File: src/rtl/vc_circular_buffer.sv
// ---------------------------------------------------------------------------
// vc_circular_buffer
//
// Per-input-port flit buffer for the NoC router. Holds VC_NUM independent
// circular FIFOs of BUFFER_SIZE flits each, packed into one storage array
// (VC v occupies entries v*BUFFER_SIZE .. v*BUFFER_SIZE+BUFFER_SIZE-1).
// One write and one read per cycle, each addressed to a single VC.
// The head flit of read_vc_i is presented combinationally (first-word
// fall-through); a read strobe pops it on the next rising edge.
//
// Optional feature macro: VCB_ERR_FLAGS_EN
//   defined     -> err_overflow / err_underflow are sticky registers,
//                  cleared only by rst.
//   not defined -> both flag ports are tied to 0. Drop-on-full and
//                  ignore-on-empty behaviour is the same either way.
//
// Ports (VW = max(1,$clog2(VC_NUM)), CW = $clog2(BUFFER_SIZE)+1):
//   clk            clock, everything on the rising edge
//   rst            synchronous active-high reset
//   write_i        write strobe
//   write_vc_i     [VW]    VC targeted by the write
//   input_Data     flit to store
//   read_i         read (pop) strobe
//   read_vc_i      [VW]    VC to read / VC whose head is shown
//   output_Data    head flit of read_vc_i (stale when that VC is empty)
//   buf_empty      [VC_NUM] per-VC empty
//   buf_full       [VC_NUM] per-VC full
//   buf_On_Off     [VC_NUM] 1 = upstream may send on that VC (hysteretic)
//   vc_count       [VC_NUM*CW] per-VC occupancy, VC v at [v*CW +: CW]
//   err_overflow   [VC_NUM] sticky write-on-full flag
//   err_underflow  [VC_NUM] sticky read-on-empty flag
// ---------------------------------------------------------------------------

package params_noc;

  parameter int FLIT_DATA_WIDTH = 32;

  typedef enum logic [1:0] {
    HEAD     = 2'b00,
    BODY     = 2'b01,
    TAIL     = 2'b10,
    HEADTAIL = 2'b11
  } flit_label_t;

  // Flit as carried inside a router port, without its VC id.
  typedef struct packed {
    flit_label_t                flit_label;
    logic [FLIT_DATA_WIDTH-1:0] data;
  } flit_Data_noVC;

endpackage

module vc_circular_buffer
  import params_noc::*;
#(
  parameter int VC_NUM        = 2,
  parameter int BUFFER_SIZE   = 8,
  parameter int OFF_THRESHOLD = BUFFER_SIZE - 2,
  parameter int ON_THRESHOLD  = 1,
  localparam int VW = (VC_NUM > 1) ? $clog2(VC_NUM) : 1,
  localparam int CW = $clog2(BUFFER_SIZE) + 1
) (
  input  logic                 clk,
  input  logic                 rst,
  input  logic                 write_i,
  input  logic [VW-1:0]        write_vc_i,
  input  flit_Data_noVC        input_Data,
  input  logic                 read_i,
  input  logic [VW-1:0]        read_vc_i,
  output flit_Data_noVC        output_Data,
  output logic [VC_NUM-1:0]    buf_empty,
  output logic [VC_NUM-1:0]    buf_full,
  output logic [VC_NUM-1:0]    buf_On_Off,
  output logic [VC_NUM*CW-1:0] vc_count,
  output logic [VC_NUM-1:0]    err_overflow,
  output logic [VC_NUM-1:0]    err_underflow
);

  // Pointer width: BUFFER_SIZE is a power of two, so pointers wrap naturally.
  localparam int PW    = CW - 1;
  localparam int AW    = VW + PW;
  localparam int DEPTH = VC_NUM * BUFFER_SIZE;

  localparam logic [CW-1:0] FULL_CNT = CW'(BUFFER_SIZE);
  localparam logic [CW-1:0] OFF_CNT  = CW'(OFF_THRESHOLD);
  localparam logic [CW-1:0] ON_CNT   = CW'(ON_THRESHOLD);

  logic [PW-1:0]       rd_ptr     [VC_NUM];
  logic [PW-1:0]       wr_ptr     [VC_NUM];
  logic [CW-1:0]       count      [VC_NUM];
  logic [CW-1:0]       next_count [VC_NUM];

  logic [VC_NUM-1:0]   wr_sel;   // write addressed to this VC
  logic [VC_NUM-1:0]   rd_sel;   // read addressed to this VC
  logic [VC_NUM-1:0]   wr_ok;    // write accepted
  logic [VC_NUM-1:0]   rd_ok;    // read accepted

  logic                wr_en;
  logic [AW-1:0]       wr_addr;
  logic [AW-1:0]       rd_addr;

  flit_Data_noVC       mem [DEPTH];

  // -------------------------------------------------------------------------
  // Per-VC acceptance, next occupancy and storage addressing.
  // A VC index >= VC_NUM matches no v, so such operations fall through
  // untouched and raise no flag.
  // -------------------------------------------------------------------------
  always_comb begin
    // NOTE: every signal driven here gets a default first so no path leaves
    // it unassigned -- otherwise synthesis infers a latch.
    wr_sel  = '0;
    rd_sel  = '0;
    wr_ok   = '0;
    rd_ok   = '0;
    wr_en   = 1'b0;
    wr_addr = '0;
    rd_addr = '0;
    for (int v = 0; v < VC_NUM; v++) begin
      next_count[v] = count[v];

      wr_sel[v] = write_i && (write_vc_i == VW'(v));
      rd_sel[v] = read_i  && (read_vc_i  == VW'(v));

      rd_ok[v]  = rd_sel[v] && (count[v] != '0);
      // A full VC can still take a write when the same cycle pops it.
      wr_ok[v]  = wr_sel[v] && ((count[v] < FULL_CNT) || rd_ok[v]);

      unique case ({wr_ok[v], rd_ok[v]})
        2'b10:   next_count[v] = count[v] + CW'(1);
        2'b01:   next_count[v] = count[v] - CW'(1);
        default: next_count[v] = count[v];
      endcase

      if (wr_ok[v]) begin
        wr_en   = 1'b1;
        wr_addr = {VW'(v), wr_ptr[v]};
      end

      // Head-of-queue address follows read_vc_i regardless of read_i.
      if (read_vc_i == VW'(v)) begin
        rd_addr = {VW'(v), rd_ptr[v]};
      end
    end
  end

  // -------------------------------------------------------------------------
  // Pointers, occupancy and registered status.
  // -------------------------------------------------------------------------
  always_ff @(posedge clk) begin
    // NOTE: state registers use non-blocking assignments so every flop
    // samples the pre-edge values, independent of statement order.
    if (rst) begin
      for (int v = 0; v < VC_NUM; v++) begin
        rd_ptr[v] <= '0;
        wr_ptr[v] <= '0;
        count[v]  <= '0;
      end
      buf_empty  <= '1;
      buf_full   <= '0;
      buf_On_Off <= '1;
    end else begin
      for (int v = 0; v < VC_NUM; v++) begin
        if (rd_ok[v]) rd_ptr[v] <= rd_ptr[v] + PW'(1);
        if (wr_ok[v]) wr_ptr[v] <= wr_ptr[v] + PW'(1);
        count[v]     <= next_count[v];
        buf_empty[v] <= (next_count[v] == '0);
        buf_full[v]  <= (next_count[v] == FULL_CNT);
        // Hysteresis: between the two thresholds the credit level holds.
        if (next_count[v] >= OFF_CNT) begin
          buf_On_Off[v] <= 1'b0;
        end else if (next_count[v] <= ON_CNT) begin
          buf_On_Off[v] <= 1'b1;
        end
      end
    end
  end

  // -------------------------------------------------------------------------
  // Flit storage.
  // -------------------------------------------------------------------------
  // NOTE: the storage array is deliberately not reset; pointers and counts
  // define what is valid, and leaving it reset-free lets it map onto RAM.
  always_ff @(posedge clk) begin
    if (wr_en) mem[wr_addr] <= input_Data;
  end

  // First-word fall-through: a flit written at edge N shows here after N.
  assign output_Data = mem[rd_addr];

  always_comb begin
    vc_count = '0;
    for (int v = 0; v < VC_NUM; v++) begin
      vc_count[v*CW +: CW] = count[v];
    end
  end

  // -------------------------------------------------------------------------
  // Error flags.
  // -------------------------------------------------------------------------
`ifdef VCB_ERR_FLAGS_EN
  always_ff @(posedge clk) begin
    if (rst) begin
      err_overflow  <= '0;
      err_underflow <= '0;
    end else begin
      // Rejected write = addressed but not accepted (full, no same-VC pop).
      err_overflow  <= err_overflow  | (wr_sel & ~wr_ok);
      err_underflow <= err_underflow | (rd_sel & ~rd_ok);
    end
  end
`else
  assign err_overflow  = '0;
  assign err_underflow = '0;
`endif

endmodule
File: config.mk
export PLATFORM = sky130hd
export DESIGN_NAME = vc_circular_buffer
export DESIGN_NICKNAME = d
export VERILOG_FILES = /design/src/rtl/vc_circular_buffer.sv
export SDC_FILE = /design/constraint.sdc
export NUM_CORES = 1
export LEC_CHECK = 0
export ABC_AREA = 1
export ABC_CLOCK_PERIOD_IN_PS = 3260
export CORE_MARGIN = 4
export CORE_UTILIZATION = 45
export CTS_BUF_LIST = sky130_fd_sc_hd__clkbuf_8
export DETAILED_ROUTE_END_ITERATION = 16
export PLACE_DENSITY = 0.6
export SETUP_SLACK_MARGIN = 0.2
export SYNTH_ARGS = -nofsm -noshare
export SYNTH_HDL_FRONTEND = slang
export SYNTH_SLANG_ARGS = --single-unit
File: constraint.sdc
create_clock -name clk -period 3.26 [get_ports clk]
set_input_delay 0.326 -clock clk [delete_from_list [all_inputs] [get_ports clk]]
set_output_delay 0.326 -clock clk [all_outputs]
set_load 0.01 [all_outputs]
==> summary.txt <==
Setup path
  • Reg2reg end: buf_On_Off[1]
  • Launch point of the worst path: rd_ptr[0][3]
  • Critical Path Sink Type: output pin
  • Critical-path top delay cell: edfxtp_1
  • Arrival @ worst endpoint: 2.74 ns
  • Max Fanout on Critical Path: 5
  • Data required, critical path: 2.93 ns
  • Crit path cell chain: nand2_8 -> buf_6 -> buf_12 -> buf_16 -> buf_4 -> a21oi_1 -> o32ai_1 -> o21ai_1 -> o21ai_2 -> buf_2
  • Reg-to-reg slack, setup: 0.55 ns
  • Critical path type: flip-flop to output pin
  • Startpoint Class: flip-flop
  • Reg2reg path depth: 13
  • RR Startpoint: count[0][6]
  • Critical Path End: output_Data[24]
  • Crit-path max cell delay: 0.53 ns

Placement
  • DP HPWL: 30840 microns
  • Dpl cell area: 0.02529 sq mm
  • Routability cong.: 0.7542
  • Pre-CTS WS: 0.1543 ns
  • Port-buffer cells: 87

Power and ir drop
  • Pleak: 9.850 nW
  • Cell Pwr Density: 580.9 mW/mm^2
  • VDD IR-drop max: 0.3214 mV

Layout
  • Footprint of the multi-input gates: 0.005753 sq mm
  • NumNets Final: 2024
  • Filler Cell Count: 4086
  • FF+latch area: 0.01698 sq mm
  • Layout cells sized above 1: 0.1895
  • Finished Cell Area: 0.02861 sq mm
  • Layout area overhead: 23.77%
  • Final core occ: 0.5668

Job
  • Max Cap Viol: 0

Logic synthesis
  • Synth area leader: edfxtp_1
  • Synth area leaders: edfxtp_1, o21ai_0, a21oi_1
  • Yosys Warn Count: 0
  • Mapped Cells: 1786
  • Post-Syn Area per Cell: 12.94 sq um
  • Yosys top cell area share: 0.7223
  • Post-synth cell types: 35
  • Synth Cell Area: 0.02311 sq mm
  • Register area share after synthesis: 0.7344
  • Flops & latches, synth: 570

Route
  • Initial DRC count: 1565
  • WL per Instance: 23.98 microns
  • Drt via density: 5.796
  • DRC: 0
  • Pre-antenna DRT Iters: 7
  • Via count: 15770
  • Wirelength, routed: 65250 microns
  • Final ANT Viol Nets: 0

STA
  • Final setup fails: 0
  • Final Skew: 0.03435 ns
  • Period minus WS final: 3.062 ns
  • Max-slew violation count: 0
  • Final period util: 0.9394
  • Worst relative slew slack: 0.5429
  • Fmax: 326.5 MHz
  • RSZ-0062 raised after global routing: true
  • Setup_tns: 0 ns
  • Worst-Margin Slew: 0.6835 ns
  • Hold Slack: 0.4406 ns
  • Final hold vios: 0
  • Fin worst setup slack: 0.1975 ns

Floorplanning
  • Die width: 234.6 microns
  • Die area: 0.05506 sq mm
  • Initial Utilization: 0.4579
  • Row cnt: 82
  • I/O pin count: 92
  • Core ar.: 0.05048 sq mm
  • Chip Height: 234.6 microns

Clock tree
  • CTS tree: built
  • CTS Buf Count: 93
  • CTS H-tree lvls: 3
  • Max Buffers Root-to-Sink: 3
  • Clock Tree Root: clkbuf_8
  • Clock sink count: 570
  • Cts hold-fix bufs: 0
  • Latest clock arrival within the worst-skew pair: 0.70 ns
  • Clock-pin slew on the worst setup and hold paths: 0.06 ns

GRT
  • Total gr overflow: 0
  • First-pass GRT wire length: 95570 microns
  • Vias in the first global route: 15210
  • Initial antenna violation count: 3
  • Largest net degree at the start of global routing: 65
  • Total GRT Usage: 0.2251

Worst hold path
  • Hold Path Class: input pin to flip-flop

Status
  • Status: completed
critical path, delay by kind of cell (launching register included):
kind	cells	cell delay [ns]
AND/OR/NAND/NOR	1	0.18
buffers and inverters	5	0.68
AO/OA/AOI/OAI	4	0.65
flip-flops	1	0.53
where the power goes:
group | switching, W | total [W] | leakage (nW) | internal, W
clock | 0.00284 | 0.00576 | 1.01 | 0.00292
sequential | 0.0000655 | 0.00828 | 5.16 | 0.00821
combinational | 0.00155 | 0.00258 | 3.68 | 0.00103
total | 0.00446 | 0.0166 | 9.85 | 0.0122
worst min-delay path by stage:
stage,startpoint,end,slack [ns],cells past startpoint
floorplan,input_Data[0],mem[0][0],0.42,0
global placement,buf_On_Off[0],buf_On_Off[0],0.56,4
detailed placement,buf_On_Off[0],buf_On_Off[0],0.57,4
CTS,read_vc_i,rd_ptr[0][4],0.39,3
global route,read_vc_i,rd_ptr[0][4],0.44,3
finish,read_vc_i,rd_ptr[0][4],0.44,3
sequential cells by signal (all words and copies together), names as in the netlist:
signal and count:
buf_On_Off 2, buf_empty 2, wr_ptr 6, rd_ptr 6
mem 544, buf_full 2, count 8
final cells by class:
class,count,share of cell area
Antenna cell,2,0.0001749
Clock buffer,93,0.04474
Clock inverter,74,0.01496
Inverter,96,0.01330
Multi-Input combinational cell,991,0.2011
Sequential cell,570,0.5934
Tap cell,672,0.02939
Timing Repair Buffer,222,0.1026
Timing Repair inverter,1,0.0003061
cells in the mapped netlist, drive strengths merged:
cell	instances
a21o	2
a21oi	277
buf	53
clkbuf	84
clkinv	1
conb	1
dfxtp	14
edfxtp	556
ha	9
inv	95
maj3	1
nand2	56
nand3	11
nand4	2
nor2	134
nor3	33
nor4	1
o211ai	26
o21ai	348
o21bai	2
o221ai	33
o32ai	35
or2	3
xnor2	6
xor2	3
layer usage:
metal / share of wire / global-route usage / wire length, microns / vias to the layer above
met5: 0 / 0 / 0 / -
met4: 0.024 / 0.07501 / 1592 / 0
met3: 0.069 / 0.03729 / 4507 / 111
met2: 0.49 / 0.3690 / 31730 / 652
met1: 0.42 / 0.3093 / 27420 / 7850
li1: - / - / - / 7159
cells by family after synthesis:
logic type	after synthesis	synth area share
adder cells (fa/ha/maj)	10	0.005305
AO/OA/AOI/OAI	723	0.1710
XOR/XNOR	9	0.003410
other	1	0.0001622
AND/OR/NAND/NOR	240	0.04276
buffers and inverters	233	0.04292
flip-flops	570	0.7344
placed cells by master (no fill, tap or decap), drive strengths merged, types with 3 or more instances in the layout:
cell type and n:
edfxtp 556, o21ai 348, a21oi 277, buf 157, inv 138, nor2 134, clkbuf 104, nand2 61
clkdlybuf4s50 52, o32ai 35, nor3 33, o221ai 33, clkinv 28, o211ai 26, dfxtp 14, nand3 11
ha 9, xnor2 6, conb 4, xor2 3, or2 3, bufinv 3
through the flow:
step	power (W)	instances
floorplan	0.009596	1789
global placement	0.01046	2481
detailed placement	0.01049	2481
CTS	0.01656	2705
global route	0.01732	2720
finish	0.01662	2721
repair_timing:
action | 4_1_cts | 5_1_grt
endpoints found under the hold margin | 0 | 0
gates resized for setup | 209 | 129
setup buffers | 34 | 5
pin swaps | 41 | 64
endpoints found under the setup margin | 34 | 34
cloned | 23 | 9
No activity file was read; power rests on OpenSTA's default activity.
